<file path="config.mk">
export PLATFORM = sky130hd
export DESIGN_NAME = pipeline_ctrl
export DESIGN_NICKNAME = d
export VERILOG_FILES = /design/src/rtl/pipeline_ctrl.sv
export SDC_FILE = /design/constraint.sdc
export NUM_CORES = 1
export LEC_CHECK = 0
export ABC_AREA = 1
export CAP_MARGIN = 5
export CORE_MARGIN = 2
export CORE_UTILIZATION = 30
export CTS_BUF_LIST = sky130_fd_sc_hd__clkbuf_4
export DETAILED_ROUTE_END_ITERATION = 6
export GPL_TIMING_DRIVEN = 0
export PLACE_DENSITY_LB_ADDON = 0.15
export SLEW_MARGIN = 25
export SYNTH_ARGS = -nofsm -noshare
export SYNTH_HDL_FRONTEND = slang
export SYNTH_SLANG_ARGS = --single-unit
</file>
<file path="constraint.sdc">
create_clock -name clk -period 4.6 [get_ports clk]
set_input_delay 1.15 -clock clk [delete_from_list [all_inputs] [get_ports clk]]
set_output_delay 1.15 -clock clk [all_outputs]
set_load 0.05 [all_outputs]
</file>
<file path="src/rtl/pipeline_ctrl.sv">
// Central pipeline controller: stage stall vector, exception/ERET flush sequencing,
// data-bus wait-state watchdog and saturating stall-cycle counter.
module pipeline_ctrl #(
  parameter logic [31:0] EXC_ENTRY = 32'hBFC00380,
  parameter int          TIMEOUT   = 255,
  parameter int          CNT_W     = 8
) (
  input  logic        clk,
  input  logic        rst,
  input  logic        stallreq_if,
  input  logic        stallreq_id,
  input  logic        stallreq_ex,
  input  logic        stallreq_mem,
  input  logic        excp_valid,
  input  logic        excp_is_eret,
  input  logic [31:0] cp0_epc,
  input  logic        perf_clr,
  output logic [5:0]  stall,
  output logic        flush,
  output logic [31:0] new_pc,
  output logic        bus_timeout,
  output logic [31:0] stall_cycles
);

  typedef enum logic {RUN, MASK} state_t;

  localparam logic [CNT_W-1:0] WD_LAST = CNT_W'(TIMEOUT - 1);

  state_t           state_q, state_d;
  logic [5:0]       stall_req;
  logic [CNT_W-1:0] wd_cnt;

  // Highest requesting stage wins; everything upstream of it holds too.
  always_comb begin
    stall_req = 6'b000000;
    if (stallreq_mem)     stall_req = 6'b011111;
    else if (stallreq_ex) stall_req = 6'b001111;
    else if (stallreq_id) stall_req = 6'b000111;
    else if (stallreq_if) stall_req = 6'b000011;
  end

  // MASK only ever lasts one cycle, so the default next state is RUN.
  always_comb begin
    state_d = RUN;
    stall   = stall_req;
    flush   = 1'b0;
    new_pc  = 32'h0;
    if (rst) begin
      stall = 6'b000000;
    end else if (state_q == RUN && excp_valid && !stallreq_mem) begin
      flush   = 1'b1;
      stall   = 6'b000000;
      new_pc  = excp_is_eret ? cp0_epc : EXC_ENTRY;
      state_d = MASK;
    end
  end

  always_ff @(posedge clk or posedge rst) begin
    if (rst) state_q <= RUN;
    else     state_q <= state_d;
  end

  // Watchdog re-arms after each pulse so a persistent stall pulses every TIMEOUT cycles.
  always_ff @(posedge clk or posedge rst) begin
    if (rst) begin
      wd_cnt      <= '0;
      bus_timeout <= 1'b0;
    end else if (!stallreq_mem || flush) begin
      wd_cnt      <= '0;
      bus_timeout <= 1'b0;
    end else if (wd_cnt == WD_LAST) begin
      wd_cnt      <= '0;
      bus_timeout <= 1'b1;
    end else begin
      wd_cnt      <= wd_cnt + 1'b1;
      bus_timeout <= 1'b0;
    end
  end

  always_ff @(posedge clk or posedge rst) begin
    if (rst)
      stall_cycles <= 32'h0;
    else if (perf_clr)
      stall_cycles <= 32'h0;
    else if (stall[0] && stall_cycles != 32'hFFFFFFFF)
      stall_cycles <= stall_cycles + 32'h1;
  end

endmodule

</file>
Word-level counts from Yosys, hierarchy flattened
Cells that the tools add are included.
{ "classes": {"div_mod_pow": 0, "n_addsub": 2, "n_mul": 0, "shift": 0, "reduce_logical": 6, "muxes": 17, "order_cmp": 0, "bitwise": 1, "eq_ne": 2} }
{ "op_table": {"columns": ["cell", "count"], "rows": [
  ["32-bit 2-to-1 mux", 5],
  ["32-bit by 1-bit adder with 32-bit output (second input constant)", 1],
  ["32-bit inequality test (second input constant)", 1],
  ["8-bit 2-to-1 mux", 2],
  ["6-bit 2-to-1 mux", 2],
  ["8-bit by 1-bit adder with 8-bit output (second input constant)", 1],
  ["8-bit equality test (second input constant)", 1],
  ["5-bit 2-to-1 mux", 1],
  ["1-bit 2-to-1 mux", 4],
  ["4-bit 2-to-1 mux", 1],
  ["1-bit logical AND", 3],
  ["3-bit 2-to-1 mux", 1],
  ["2-bit 2-to-1 mux", 1],
  ["2-bit nonzero test", 1],
  ["1-bit logical NOT", 1],
  ["1-bit logical OR", 1],
  ["1-bit NOT", 1]
]} }
{ "word_totals": {"input_bits": 41, "regBits": 42, "ram_bits": 0, "memories": 0, "rom_bits": 0, "latch_bits": 0, "wordCells": 32} }

Logic depth before layout (Yosys ltp)
Gate-level depths: netlist of run 1.
{ "logic_depth": {"depth_word": 9, "mapped_depth": 12, "mapped_depth_nobuf": 11} }

Worst setup path before layout of run 1
Ideal clock, no wire load.
{ "synth_path": {"kind": "in2out", "startpoint": "input port stallreq_mem", "endpoint": "output port new_pc[22]", "required_ns": 3.450, "slack_ns": 0.228, "t_arrival_ns": 3.222, "path_stages": 6, "path_buffers": 1, "path_cell_list": "inv_1 > nand3b_1 > nor2_1 > inv_1 > clkbuf_1 > a21oi_1"} }
{ "synth_between": {"elab_chain_cells": 4} }
{ "synth_rtl": {"columns": ["element", "line", "text"], "rows": [
  ["start, declared", "13", "input logic stallreq_mem,"],
  ["1-bit logical NOT", "50", "end else if (state_q == RUN && excp_valid && !stallreq_mem) begin"],
  ["1-bit logical AND", "50", null],
  ["32-bit 2-to-1 mux", "50", null],
  ["32-bit 2-to-1 mux", "48", "if (rst) begin"],
  ["end, declared", "20", "output logic [31:0] new_pc,"]
]} }
Every way passes these cells.

Worst setup path in the final report of run 1
{ "layout_path": {"startpoint": "input port rst", "endpoint": "output port stall[1]"} }
{ "layout_between": {"elab_chain_cells": 1} }
{ "layout_rtl": {"columns": ["element", "line", "text"], "rows": [
  ["start, declared", "9", "input logic rst,"],
  ["6-bit 2-to-1 mux", "48", null],
  ["end, declared", "18", "output logic [5:0] stall,"]
]} }
Every way passes these cells.

==> impl_metrics.csv, run 1 <==
group,metric,value,unit
outcome,status,"finished, final reports clean",
power_and_ir_drop,cellPowerDensity,190,mW/mm^2
sta,setup_viol_count_final,0,
yosys,yosysTopAreaCell,"dfrtp_1",
yosys,synth_cell_type_count,31,
worst_setup_path,critical-path-max-stage-delay,0.80,ns
placement,place.detailed.hpwl,7330,um
global_routing,antenna_found_initial,0,
power_and_ir_drop,static-leakage-power,0.00252,uW
die,overall_die_area,0.0108,sq mm
cells_and_area,multiInputGateArea,0.00160,sq mm
sta,worst_pin_slew,0.589,ns
sta,final_max_slew_viol_count,0,
worst_setup_path,path_class,"primary input to output pin",
yosys,syn-instance-count,479,
yosys,post_synth_arst_share,100,%
worst_setup_path,worst_ep_arrival_time,3.20,ns
cts,clock_tree_root,"clkbuf_4",
worst_setup_path,cp_max_fanout,18,
die,top_level_ports,113,
yosys,synthTopCellsByCount,"151 x nand2_1, 92 x nor2_1, 68 x inv_1, 42 x dfrtp_1, 31 x nand3_1",
cells_and_area,final_net_count,642,
yosys,yosys_register_bits,42,
cts,cts_hold_repair.buffers,0,
power_and_ir_drop,p_comb_share,19.6,%
sta,hold_slack,0.503,ns
flow_run,maxCapViolations,0,
yosys,synth.top_cells.by_area,"dfrtp_1 35%, nand2_1 19%, nor2_1 12%, inv_1 8.5%, nand3_1 5.2%",
yosys,synth_warnings,0,
routing,detailedRoute.firstPassIterationCount,4,
routing,totalWireLength,9140,um
yosys,yosys.cell_count.top_type,"nand2_1",
die,die_y,104,um
worst_setup_path,timing.critical_path.required,3.45,ns
yosys,sequential_element_share_of_the_synthesized_area,35.1,%
routing,antenna_left,0,
global_routing,globalRouteTotalUtil,17.2,%
yosys,post_synth_edffs,0,
cts,htree_levels,2,
power_and_ir_drop,switching_share,28.2,%
placement,routabilityCongestion,0.916,
cells_and_area,antenna_cells,0,
cells_and_area,final-seq-area,0.00105,sq mm
worst_setup_path,setup_crit_end_kind,"output pin",
yosys,synth.avg_cell_area,6.25,sq um
sta,max-slew-margin-rel,60.7,%
power_and_ir_drop,seq_power_share,44.5,%
sta,timing.final.crit_share,94.6,%
hold_path,worstHoldPathType,"flop to flop",
die,fp.coreArea,0.00973,sq mm
power_and_ir_drop,power_switching,239,uW
routing,remaining_drc_errors,0,
cells_and_area,final_cell_area,0.00447,sq mm
sta,final_hold_viol_count,0,
global_routing,total_congestion_overflow_after_global_routing,0,
global_routing,maximum_number_of_pins_on_one_net_before_global_route_repair,27,
cts,cts.repair_timing.setup_buffer_count,0,
cts,ctsLongestPathBuffers,2,
cells_and_area,filler_cell_count,1027,
global_routing,first_global_vias,3216,
worst_setup_path,timing.critical_path.slowest_stage_cell,"clkdlybuf4s50_1",
placement,port_buffers,111,
cells_and_area,flow.area_growth_from_synthesis,49.4,%
yosys,synth.net_count,523,
power_and_ir_drop,clkPwrFrac,35.8,%
yosys,yosys_most_used_dff,"dfrtp_1",
worst_setup_path,timing.critical_path.cells,"clkdlybuf4s50_1 > inv_4 > nand2_1 > inv_1 > nand2_1 > inv_1 > buf_4 > clkdlybuf4s50_1",
cells_and_area,share_of_layout_cells_above_drive_strength_1,5.01,%
sta,unrepaired_setup_endpoints_after_global_routing,"false",
power_and_ir_drop,power.ir.vdd_worst,0.000155,V
routing,drt-vias-per-instance,4.55,
global_routing,global_route_wire_length_before_repair,15100,um
placement,dpl_cell_area,0.00429,sq mm
sta,max_freq,230,MHz
cts,cts_buffers,5,
cts,cts_tree,"done",
die,die_width,104,um
yosys,synth_largest_type_area_fraction,35.1,%
sta,setup-tns-final,0,ns
power_and_ir_drop,cell_internal_pwr,609,uW
routing,wl_per_cell,12.5,um
yosys,synth.cell_area,0.00299,sq mm
cts,clkTransAtPathRegs,0.14,ns
sta,final_critical_path_required_period,4.35,ns
cts,clk-insertion-delay-late,0.36,ns
worst_setup_path,setup.worst_path.start_class,"primary input",
die,floorplan.rows,36,
routing,vias,3330,
routing,initialDrtViolationCount,116,
die,initial_core_util,30.7,%
sta,final_skew,0.00941,ns
cells_and_area,post-route-util,45.9,%
cts,clock-sinks,42,
state kept, by name (all words and copies together) (netlist names):
name          flops
bus_timeout       1
stall_cycles     32
state_q           1
wd_cnt            8
logic make-up after synthesis:
family,count (synthesis),share of synthesized area (%)
AO/OA/AOI/OAI,36,6.31
XOR/XNOR,9,2.64
adder cells (fa/ha/maj),3,1.25
buffers and inverters,83,11.3
flip-flops,42,35.1
other,1,0.125
AND/OR/NAND/NOR,305,43.2
cell usage in the layout, fill, tap and decap left out, drive strengths merged, types with 3 or more instances in the layout:
| cell | netlist | layout |
|---|---|---|
| ha | 3 | 3 |
| dlymetal6s2s | 0 | 29 |
| nand3 | 31 | 31 |
| dfrtp | 42 | 42 |
| nor3 | 4 | 4 |
| a21oi | 22 | 22 |
| buf | 8 | 9 |
| clkbuf | 6 | 11 |
| nand2 | 156 | 156 |
| o21ai | 12 | 12 |
| xor2 | 7 | 7 |
| nand4 | 12 | 12 |
| inv | 68 | 68 |
| nor2 | 96 | 96 |
| clkdlybuf4s50 | 0 | 81 |
power by group through the flow:
stage,Sequential (uW),Clock [uW],Combinational [uW]
final,377,304,167
after global placement,384,0,166
after CTS,378,314,169
after floorplan,389,0,86.1
after detailed placement,385,0,169
after global routing,379,327,180
repair_timing:
| item | in CTS | in global routing |
|---|---|---|
| pin swaps | 0 | 0 |
| hold endpoints to repair | 0 | 0 |
| resized for setup | 1 | 31 |
| endpoints found under the setup margin | 1 | 30 |
layout make-up:
cell class                 count  area share, %
clock buffer                   5          0.840
multi-input combinational    354           35.8
inverter                      69           5.88
timing repair buffer         112           26.9
clock inverter                 3           1.54
sequential                    42           23.5
buffer                        14           1.76
tap                          133           3.72
worst max-delay path: cells and delay by family:
family        cells  cell delay, ns
buf+inv           6            1.82
simple gates      2            0.22
through the flow:
| step | setup WS, ns | power [uW] | cells |
|---|---|---|---|
| after detailed placement | -0.0433 | 553 | 724 |
| after CTS | 0.00393 | 861 | 732 |
| after floorplan | 0.228 | 476 | 479 |
| final | 0.247 | 848 | 732 |
| after global placement | -0.986 | 550 | 723 |
| after global routing | 0.0607 | 886 | 732 |
final timing paths:
check                                          endpoint  cells past startpoint                         from  slack [ns]
min in group asynchronous             state_q$_DFF_PP0_                      2                          rst        1.10
setup / recovery                               stall[1]                      8                          rst        0.25
hold / removal                      wd_cnt[0]$_DFF_PP0_                      1          wd_cnt[0]$_DFF_PP0_        0.50
max in group asynchronous  stall_cycles[13]$_DFFE_PP0P_                      3                          rst        3.08
hold reg to reg                     wd_cnt[0]$_DFF_PP0_                      1          wd_cnt[0]$_DFF_PP0_        0.50
setup reg to reg           stall_cycles[26]$_DFFE_PP0P_                      9  stall_cycles[0]$_DFFE_PP0P_        2.61
layer usage:
layer  vias to the layer above  track usage [%]  part of all wire (%)
met3                        21             4.70                   8.7
met5                         -                0                     0
li1                       1715                -                     -
met1                      1450             21.1                    42
met2                       144             29.1                    46
met4                         0             6.18                   2.8
(Power assumes the default switching activity.)
==> run 2: changes to the inputs <==
--- a/config.mk
+++ b/config.mk
@@ -10,8 +10,10 @@
 export CORE_MARGIN = 2
 export CORE_UTILIZATION = 30
 export CTS_BUF_LIST = sky130_fd_sc_hd__clkbuf_4
+export CTS_CLUSTER_SIZE = 24
 export DETAILED_ROUTE_END_ITERATION = 6
 export GPL_TIMING_DRIVEN = 0
+export HOLD_SLACK_MARGIN = 0.03
 export PLACE_DENSITY_LB_ADDON = 0.15
 export SLEW_MARGIN = 25
 export SYNTH_ARGS = -nofsm -noshare
==> results of run 2 <==
No change in the layout: final DEF, timing and power equal those of run 1.
==> run 3: changes to the inputs <==
--- a/config.mk
+++ b/config.mk
@@ -12,7 +12,6 @@
 export CTS_BUF_LIST = sky130_fd_sc_hd__clkbuf_4
 export CTS_CLUSTER_SIZE = 24
 export DETAILED_ROUTE_END_ITERATION = 6
-export GPL_TIMING_DRIVEN = 0
 export HOLD_SLACK_MARGIN = 0.03
 export PLACE_DENSITY_LB_ADDON = 0.15
 export SLEW_MARGIN = 25
==> impl_metrics.csv, run 3 (synthesized netlist as in run 1, its figures left out) <==
group,metric,value,unit
power_and_ir_drop,report.power.total,793,uW
worst_setup_path,cp_max_fanout,20,
cts,cts_hold_repair.buffers,0,
sta,max_freq,238,MHz
worst_setup_path,regToRegEndpoint,"stall_cycles[26]$_DFFE_PP0P_",
global_routing,antenna_found_initial,0,
die,floorplan.rows,36,
placement,port_buffers,111,
outcome,status,"finished, final reports clean",
cts,clock_tree_root,"clkbuf_4",
routing,totalWireLength,9100,um
routing,vias,3234,
cells_and_area,max_flop_register,"stall_cycles",
cells_and_area,share_of_layout_cells_above_drive_strength_1,10.1,%
routing,drt-vias-per-instance,4.50,
sta,max-slew-margin-rel,49.0,%
worst_setup_path,worst_ep_arrival_time,3.05,ns
die,initial_core_util,30.7,%
sta,hold_slack,0.501,ns
cts,clk-insertion-delay-late,0.36,ns
sta,setup-tns-final,0,ns
routing,remaining_drc_errors,0,
worst_setup_path,reg2reg_from,"stall_cycles[0]$_DFFE_PP0P_",
die,overall_die_area,0.0108,sq mm
cts,clkTransAtPathRegs,0.14,ns
hold_path,whs_endpoint,"wd_cnt[0]$_DFF_PP0_",
placement,routabilityCongestion,0.833,
sta,final_critical_path_required_period,4.20,ns
global_routing,first_global_vias,3291,
die,die_width,104,um
cts,htree_levels,2,
cells_and_area,final_net_count,629,
routing,wl_per_cell,12.7,um
sta,setup_viol_count_final,0,
cells_and_area,largest_register_ff_count,32,
sta,timing.final.crit_share,91.3,%
cts,cts_buffers,5,
power_and_ir_drop,static-leakage-power,0.00208,uW
die,die_y,104,um
sta,worst_pin_slew,0.765,ns
worst_setup_path,setup.worst_path.start_class,"primary input",
die,fp.coreArea,0.00973,sq mm
flow_run,maxCapViolations,0,
cells_and_area,final-seq-area,0.00105,sq mm
cts,post_cts_resized,0,
global_routing,maximum_number_of_pins_on_one_net_before_global_route_repair,43,
cells_and_area,most-common-layout-cells,"151 x nand2_1, 92 x nor2_1, 75 x clkdlybuf4s50_1",
worst_setup_path,ff2ff_path_depth,11,
sta,unrepaired_setup_endpoints_after_global_routing,"false",
die,top_level_ports,113,
power_and_ir_drop,power.ir.vdd_worst,0.000111,V
global_routing,globalRouteTotalUtil,17.3,%
cells_and_area,layout.cells.most_common,"nand2_1",
hold_path,hold_depth,1,
worst_setup_path,setup_crit_end_kind,"output pin",
cts,cts.repair_timing.setup_buffer_count,0,
power_and_ir_drop,cellPowerDensity,176,mW/mm^2
sta,final_max_slew_viol_count,0,
sta,final_skew,0.0110,ns
cells_and_area,flow.area_growth_from_synthesis,50.4,%
cts,ctsLongestPathBuffers,2,
worst_setup_path,path_class,"primary input to output pin",
placement,place.detailed.hpwl,7110,um
cts,clock-sinks,42,
worst_setup_path,r2r_slack,2.46,ns
routing,antenna_left,0,
sta,final_hold_viol_count,0,
cells_and_area,antenna_cells,0,
global_routing,global_route_wire_length_before_repair,15400,um
cells_and_area,reg_top3,"stall_cycles (32), wd_cnt (8)",
global_routing,total_congestion_overflow_after_global_routing,0,
routing,initialDrtViolationCount,122,
cells_and_area,filler_cell_count,1028,
hold_path,worstHoldPathType,"flop to flop",
worst_setup_path,timing.critical_path.from,"stallreq_mem",
cells_and_area,multiInputGateArea,0.00160,sq mm
hold_path,hold_start,"wd_cnt[0]$_DFF_PP0_",
worst_setup_path,timing.critical_path.required,3.45,ns
cts,cts_tree,"done",
routing,detailedRoute.firstPassIterationCount,5,
run 3: how the worst max path moves through the flow:
stage	end	slack (ns)	cells past startpoint
global route	new_pc[0]	0.13	7
detailed placement	new_pc[5]	0.37	7
CTS	new_pc[6]	0.37	7
floorplan	new_pc[22]	0.23	6
global placement	new_pc[3]	0.53	7
finish	new_pc[6]	0.40	7
run 3: final cells by class:
| type | instances | area share [%] |
|---|---|---|
| well taps | 133 | 3.70 |
| flip-flops and latches | 42 | 23.4 |
| repair buffers | 113 | 29.7 |
| inverters | 69 | 5.79 |
| multi-input cells | 354 | 35.6 |
| clock inverters | 3 | 1.00 |
| clock buffers | 5 | 0.834 |
run 3: through the flow:
step           worst slack (ns)  area [sq um]  cells  util [%]
2_1_floorplan             0.228          2990    479         -
3_3_place_gp              0.535          4420    711      45.4
3_5_place_dp              0.371          4420    711      45.4
4_1_cts                   0.368          4500    719      46.2
5_1_grt                   0.131          4500    719      46.2
6_report                  0.399          4500    719      46.2
run 3: worst max-delay path, stage by stage:
cell,delay (ns)
clkdlybuf4s50_1,0.46
inv_1,0.13
nand3b_1,0.11
nor2_1,0.22
nand2_1,0.43
nor2_1,0.36
buf_12,0.18
run 3: power breakdown:
| part | internal, uW | total [uW] | switching [uW] | leakage, uW |
|---|---|---|---|---|
| Clock | 114 | 245 | 131 | 0.0000374 |
| Combinational | 69.8 | 170 | 101 | 0.00146 |
| Sequential | 373 | 377 | 4.26 | 0.000583 |
run 3: per-layer routing:
metal  vias up  routed length, um  global-route usage (%)
met5         -                  0                       0
met4         0                135                    4.92
met3        10                908                    6.14
met2       142               4190                    29.6
met1      1403               3870                    20.4
li1       1679                  -                       -
